File: config.mk
export PLATFORM = sky130hd
export DESIGN_NAME = seg_scan_scheduler
export DESIGN_NICKNAME = d
export VERILOG_FILES = /design/src/rtl/seg_scan_scheduler.sv
export SDC_FILE = /design/constraint.sdc
export NUM_CORES = 1
export LEC_CHECK = 0
export ABC_AREA = 0
export ABC_CLOCK_PERIOD_IN_PS = 5200
export BUFFER_PORTS_ARGS = -buffer_cell sky130_fd_sc_hd__buf_2
export CORE_ASPECT_RATIO = 1.25
export CORE_MARGIN = 2
export CORE_UTILIZATION = 57
export DETAILED_ROUTE_END_ITERATION = 16
export PLACE_DENSITY_LB_ADDON = 0.25
export REMOVE_ABC_BUFFERS = 1
export SETUP_SLACK_MARGIN = 0.5
export SLEW_MARGIN = 20
export SYNTH_ARGS = -nofsm -noshare
export SYNTH_HDL_FRONTEND = slang
export SYNTH_SLANG_ARGS = --single-unit
File: constraint.sdc
create_clock -name udp_rx_clk -period 5.2 [get_ports udp_rx_clk]
set_clock_uncertainty 0.1 [all_clocks]
set_input_delay 1.04 -clock udp_rx_clk [delete_from_list [all_inputs] [get_ports udp_rx_clk]]
set_output_delay 1.04 -clock udp_rx_clk [all_outputs]
set_load 0.05 [all_outputs]
File: src/rtl/seg_scan_scheduler.sv
`default_nettype none
//------------------------------------------------------------------------------
// Module      : seg_scan_scheduler
// Description : Time-multiplexed scan controller for an 8-digit common-anode
//               seven-segment display. Latches segment codes and config once
//               per frame, walks the digit selects with 16-step PWM brightness
//               and an all-off blank gap between digits.
// Options     : define SEG_SCAN_LZ_BLANK_EN to blank leading "0" digits.
// Revision    : 1.0 - initial release
//------------------------------------------------------------------------------
module seg_scan_scheduler #(
  parameter int unsigned TICK_DIV     = 1024,
  parameter int unsigned BLANK_CYCLES = 16,
  parameter logic [7:0]  ZERO_CODE    = 8'hC0
) (
  input  logic        udp_rx_clk,
  input  logic        reset,
  input  logic        enable,
  input  logic        cfg_we,
  input  logic [2:0]  cfg_digits_m1,
  input  logic [3:0]  cfg_bright,
  input  logic [63:0] seg_data,
  output logic [7:0]  tub,
  output logic [7:0]  dled,
  output logic        frame_done,
  output logic        busy
);

  localparam int unsigned     c_PW         = (TICK_DIV > 1) ? $clog2(TICK_DIV) : 1;
  localparam int unsigned     c_GW         = (BLANK_CYCLES > 1) ? $clog2(BLANK_CYCLES) : 1;
  localparam logic [c_PW-1:0] c_PRESC_LAST = c_PW'(TICK_DIV - 1);
  localparam logic [c_GW-1:0] c_GAP_LAST   = c_GW'(BLANK_CYCLES - 1);
  localparam logic [7:0]      c_OFF        = 8'hFF;

`ifdef SEG_SCAN_LZ_BLANK_EN
  localparam bit c_LZ_EN = 1'b1;
`else
  localparam bit c_LZ_EN = 1'b0;
`endif

  typedef enum logic [2:0] {
    S_IDLE = 3'd0,
    S_LOAD = 3'd1,
    S_ON   = 3'd2,
    S_OFF  = 3'd3,
    S_GAP  = 3'd4
  } state_t;

  state_t          r_state;
  logic [2:0]      r_slot;
  logic [c_PW-1:0] r_presc;
  logic [3:0]      r_duty;
  logic [c_GW-1:0] r_gap;
  logic [2:0]      r_pend_dm1;
  logic [3:0]      r_pend_bright;
  logic [2:0]      r_act_dm1;
  logic [3:0]      r_act_bright;
  logic [63:0]     r_codes;
  logic [7:0]      r_blank;
  logic [7:0]      r_tub;
  logic [7:0]      r_dled;
  logic            r_frame_done;
  logic            r_busy;

  logic            w_tick;
  logic [2:0]      w_next_slot;
  logic [7:0]      w_lz_blank;
  logic            w_lz_run;

  // Slot s shows digit 7-s; ~slot equals 7-slot for a 3-bit slot index.
  function automatic logic [7:0] f_code(input logic [63:0] codes, input logic [2:0] slot);
    return codes[{~slot, 3'b000} +: 8];
  endfunction

  function automatic logic [7:0] f_tub(input logic [63:0] codes, input logic [7:0] blank,
                                       input logic [2:0] slot);
    return blank[slot] ? c_OFF : f_code(codes, slot);
  endfunction

  function automatic logic [7:0] f_dled(input logic [7:0] blank, input logic [2:0] slot);
    return blank[slot] ? c_OFF : ~(8'h01 << slot);
  endfunction

  assign w_tick      = (r_presc == c_PRESC_LAST);
  assign w_next_slot = r_slot + 3'd1;

  // Leading-zero mask for the frame about to be loaded; the last active slot is never blanked.
  always_comb begin
    w_lz_blank = '0;
    w_lz_run   = c_LZ_EN;
    for (int s = 0; s < 7; s++) begin
      if (w_lz_run && (3'(s) < r_pend_dm1) && (f_code(seg_data, 3'(s)) == ZERO_CODE))
        w_lz_blank[s] = 1'b1;
      else
        w_lz_run = 1'b0;
    end
  end

  // Pending config register, written any cycle; consumed only at LOAD.
  always_ff @(posedge udp_rx_clk or posedge reset) begin
    if (reset) begin
      r_pend_dm1    <= 3'd7;
      r_pend_bright <= 4'd15;
    end else if (cfg_we) begin
      r_pend_dm1    <= cfg_digits_m1;
      r_pend_bright <= cfg_bright;
    end
  end

  // Scan FSM with registered outputs set on the edge entering each state.
  always_ff @(posedge udp_rx_clk or posedge reset) begin
    if (reset) begin
      r_state      <= S_IDLE;
      r_slot       <= 3'd0;
      r_presc      <= '0;
      r_duty       <= 4'd0;
      r_gap        <= '0;
      r_act_dm1    <= 3'd7;
      r_act_bright <= 4'd15;
      r_codes      <= {8{c_OFF}};
      r_blank      <= 8'h00;
      r_tub        <= c_OFF;
      r_dled       <= c_OFF;
      r_frame_done <= 1'b0;
      r_busy       <= 1'b0;
    end else begin
      r_frame_done <= 1'b0;
      if (!enable) begin
        r_state <= S_IDLE;
        r_tub   <= c_OFF;
        r_dled  <= c_OFF;
        r_busy  <= 1'b0;
      end else begin
        case (r_state)
          S_IDLE: begin
            r_state <= S_LOAD;
            r_busy  <= 1'b1;
            r_tub   <= c_OFF;
            r_dled  <= c_OFF;
          end

          S_LOAD: begin
            r_act_dm1    <= r_pend_dm1;
            r_act_bright <= r_pend_bright;
            r_codes      <= seg_data;
            r_blank      <= w_lz_blank;
            r_slot       <= 3'd0;
            r_presc      <= '0;
            r_duty       <= 4'd0;
            if (r_pend_bright == 4'd0) begin
              r_state <= S_OFF;
              r_tub   <= c_OFF;
              r_dled  <= c_OFF;
            end else begin
              r_state <= S_ON;
              r_tub   <= f_tub(seg_data, w_lz_blank, 3'd0);
              r_dled  <= f_dled(w_lz_blank, 3'd0);
            end
          end

          S_ON: begin
            r_presc <= w_tick ? '0 : r_presc + c_PW'(1);
            if (w_tick) begin
              r_duty <= r_duty + 4'd1;
              if (r_duty == r_act_bright - 4'd1) begin
                r_state <= S_OFF;
                r_tub   <= c_OFF;
                r_dled  <= c_OFF;
              end
            end
          end

          S_OFF: begin
            r_presc <= w_tick ? '0 : r_presc + c_PW'(1);
            if (w_tick) begin
              r_duty <= r_duty + 4'd1;
              if (r_duty == 4'd15) begin
                r_state <= S_GAP;
                r_gap   <= '0;
              end
            end
          end

          S_GAP: begin
            r_gap <= r_gap + c_GW'(1);
            if (r_gap == c_GAP_LAST) begin
              if (r_slot == r_act_dm1) begin
                r_frame_done <= 1'b1;
                r_state      <= S_LOAD;
                r_tub        <= c_OFF;
                r_dled       <= c_OFF;
              end else begin
                r_slot  <= w_next_slot;
                r_presc <= '0;
                r_duty  <= 4'd0;
                if (r_act_bright == 4'd0) begin
                  r_state <= S_OFF;
                  r_tub   <= c_OFF;
                  r_dled  <= c_OFF;
                end else begin
                  r_state <= S_ON;
                  r_tub   <= f_tub(r_codes, r_blank, w_next_slot);
                  r_dled  <= f_dled(r_blank, w_next_slot);
                end
              end
            end
          end

          default: begin
            r_state <= S_IDLE;
            r_tub   <= c_OFF;
            r_dled  <= c_OFF;
            r_busy  <= 1'b0;
          end
        endcase
      end
    end
  end

  assign tub        = r_tub;
  assign dled       = r_dled;
  assign frame_done = r_frame_done;
  assign busy       = r_busy;

endmodule
`default_nettype wire

==> metrics.md <==
| Metric | Value |
|---|---|
| Number of cell rows | `between 40 and 50` |
| Setup violation total in the final timing report | `0` |
| Post-Syn Area | `approximately 6000 um^2` |
| Critical Path Source Type | `register` |
| First-pass GRT wire length | `21.1 mm` |
| Starting density of the core | `59.0%` |
| Detailed placer's ending HPWL | `between 8 and 9 mm` |
| Arrival time at the worst endpoint | `3.49 ns` |
| Layout overhead on the synthesized area | `18.0%` |
| Pin count of the biggest net entering global routing | `90` |
| Buffer and inverter count on the worst path | `1` |
| Number of H-tree levels | `4` |
| Total area of multi-input combinational cells | `between 2000 and 3000 um^2` |
| Placed inst area | `between 6000 and 7000 um^2` |
| Kind of critical path | `register to register` |
| Postcts setup bufs | `0` |
| Sequential Area | `3120 um^2` |
| Final routed wirelength across all metal layers | `12.7 mm` |
| Final instance area | `7100 um^2` |
| Number of enable-type register cells in the synthesized netlist | `0` |
| Max-slew headroom at the worst pin | `44.0%` |
| Clock tree buffer depth | `2` |
| Number of buffers created by CTS | `17` |
| Highest clock rate | `307 MHz` |
| Maximum single-stage delay on the critical path | `0.70 ns` |
| Cell with the largest stage delay on the worst path | `and2_2` |
| Core area | `~10,000 um^2` |
| X dimension of the die | `95.9 um` |
| Synthesized area per cell | `13.2 um^2` |
| Path type of the worst min-delay path | `register to register` |
| Maximum VDD drop | `0.342 mV` |
| Required arrival time at the worst endpoint | `5.43 ns` |
| Result of the run | `finished, final reports clean` |
| Number of hold buffers added after cts | `0` |
| Ratio of total power to cell area | `639 nW/um^2` |
| Flops & latches, synth | `120` |
| Share of synthesized flip-flops with an asynchronous set or reset | `100%` |
| Number of global-route vias before repair | `4,429` |
| Proportion of layout cells with a drive suffix above 1 | `between 60% and 70%` |
| Residual DRC count | `0` |
| Full die area | `11,400 um^2` |
| Insertion delay to the later sink of the worst-skew pair | `slightly above 0.4 ns` |
| Final weighted congestion of routability-driven global placement | `0.830` |
| Number of nets with antenna violations after routing | `0` |
| Sort of element at the end of the critical path | `register` |
| Critical Path, Cell by Cell | `nor2b_1 -> and2b_1 -> and2_2 -> buf_4 -> mux2_2` |
| Clock sink total | `120` |
| Starting DRT DRC Count | `201` |
| Number of antenna violations at the first check in global routing | `0` |
| Number of maximum-capacitance violations | `0` |
| Final nets | `630` |
| CTS resizes | `0` |
| Number of distinct library cells after synthesis | `57` |
| Clock tree from TritonCTS | `yes` |
| Total via count after detailed routing | `4,086` |
| DR vias/cell | `between 5 and 6` |
| CTS clock-pin slew for the worst setup and hold paths | `0.05 ns` |
| CTS Root Buffer Type | `clkbuf_16` |
| Remaining Overflow, GRT | `0` |
| Total I/O pin count | `just over 90` |
| Most common flop cell mapped by yosys | `dfstp_2` |
| Sequential cell area fraction in the yosys report | `51.8%` |
| Pins Over Slew Limit | `0` |
| Unrepaired setup endpoints after global routing | `false` |
| Fin. Hold Viols | `0` |
| Maximum fanout count along the critical path | `42` |
| Worst Tran Pin Value | `around 0.84 ns` |
| Final-layout setup total negative slack | `0 ns` |
| GRT Resource Usage Total | `between 20% and 30%` |
| Number of warning messages in the yosys log | `0` |
| Height of the die | `119 um` |
| Final worst-path cycle share | `62.6%` |
| Filler Cells Inserted | `753` |
| PortBufs | `92` |
| ANT cells | `0` |
| Number of detailed-routing iterations run before antenna repair | `4` |
| Min Tclk post-route | `around 3.3 ns` |
| Cell family with most CP delay | `simple AND/OR/NAND/NOR gates` |
| Cell count after synthesis | `456` |
| Leakage | `0.00286 uW` |
| DR WL/cell | `18.4 um` |
power by group:
part	switching, uW	internal [uW]	total, uW
logic	841	803	1640
registers	262	1530	1800
clock network	397	703	1100
total	1500	3040	4540
cell families (layout without fill, tap and decap cells):
| logic type | count (synthesis) | in the layout | share of synthesized area [%] |
|---|---|---|---|
| DFF | 120 | 120 | 51.8 |
| AOI/OAI and AO/OA | 84 | 84 | 9.79 |
| and+or+nand+nor | 93 | 93 | 8.50 |
| buffers and inverters | 32 | 134 | 2.70 |
| xor gates and xnor gates | 8 | 8 | 1.16 |
| muxes | 110 | 110 | 24.1 |
| adders and majority gates | 9 | 9 | 1.87 |
cell usage in the layout (no fill, tap or decap), types with 3 or more instances in the layout:
cell type and n:
dfstp_2 94, buf_2 92, mux2_2 85, dfrtp_1 26, nand2_1 20, nand3_1 19, a21oi_1 18, clkbuf_16 18
o21ai_0 17, mux4_2 16, nor2_1 14, o31ai_1 11, mux2_4 9, o211ai_1 9, ha_1 9, a22oi_1 8
inv_1 6, and3_1 5, clkinv_2 5, xnor2_1 4, xor2_1 4, nand2b_1 4, or4_1 4, buf_4 4
nor2b_1 3, o31a_1 3, a31oi_1 3, and2_1 3, clkbuf_1 3
Yosys cell counts, types with 3 or more instances:
library cell	n	area, um^2
o31ai_1	11	82.6
clkbuf_1	10	37.5
and2_1	4	25.0
o211ai_1	9	67.6
a21oi_1	18	90.1
nand3_1	19	95.1
inv_1	7	26.3
a22oi_1	8	60.1
and3_1	5	31.3
mux4_2	16	360
nand2_1	20	75.1
mux2_4	9	135
o31a_1	3	26.3
dfrtp_1	26	651
xnor2_1	4	35.0
nand2b_1	4	25.0
xor2_1	4	35.0
nor2b_1	3	18.8
or4_1	4	30.0
a31oi_1	3	18.8
nor2_1	14	52.6
mux2_2	85	957
dfstp_2	94	2470
o21ai_0	17	85.1
buf_2	12	60.1
ha_1	9	113
state kept, by name (all words and copies together), names as in the netlist, 4 cells and up:
register and flops:
r_gap 4, r_pend_bright 4, r_duty 4, dled 8
r_codes 64, r_presc 10, r_act_bright 4, tub 8
routing by layer:
metal  global-route usage [%]  share of wire [%]  vias to the layer above
li1                         -                  -                     1888
met1                     30.6                 42                     2059
met2                     38.6                 51                      118
met3                     6.83                4.9                       21
met4                     10.3                2.2                        0
met5                        0                  0                        -
worst min-delay path, stage by stage (launching register included):
cell and delay [ns]:
dfstp_2 0.37, nand2_1 0.05, o21ai_0 0.07
cell type report:
cell class	instances	share of cell area [%]
Timing Repair Buffer	96	6.91
Inverter	7	0.441
Multi-Input combinational cell	304	38.6
Tap cell	129	2.27
Clock buffer	23	6.89
Clock inverter	8	0.987
Sequential cell	120	43.9
through the flow:
step | utilization (%) | setup slack (ns) | std cells | hold slack [ns] | total power, uW
after global placement | 64.1 | 1.98 | 656 | 0.386 | 3380
after global routing | 69.6 | 1.73 | 687 | 0.425 | 4800
after floorplan | - | 1.03 | 431 | 0.364 | 3040
after detailed placement | 64.1 | 1.88 | 656 | 0.398 | 3450
after CTS | 69.5 | 1.96 | 687 | 0.410 | 4560
final | 69.6 | 1.94 | 687 | 0.410 | 4540
path summary, 6_finish.rpt:
path / depth (start not counted) / endpoint / start / slack (ns)
min in group asynchronous: 2 / r_duty[2] / reset / 0.70
max reg2reg: 5 / r_codes[23] / r_state[0] / 1.94
min: 2 / r_act_bright[0] / r_pend_bright[0] / 0.41
max in group asynchronous: 3 / r_codes[58] / reset / 3.35
max: 5 / r_codes[23] / r_state[0] / 1.94
min reg2reg: 2 / r_act_bright[0] / r_pend_bright[0] / 0.41
Note: power is estimated with default switching activity, not from simulation.
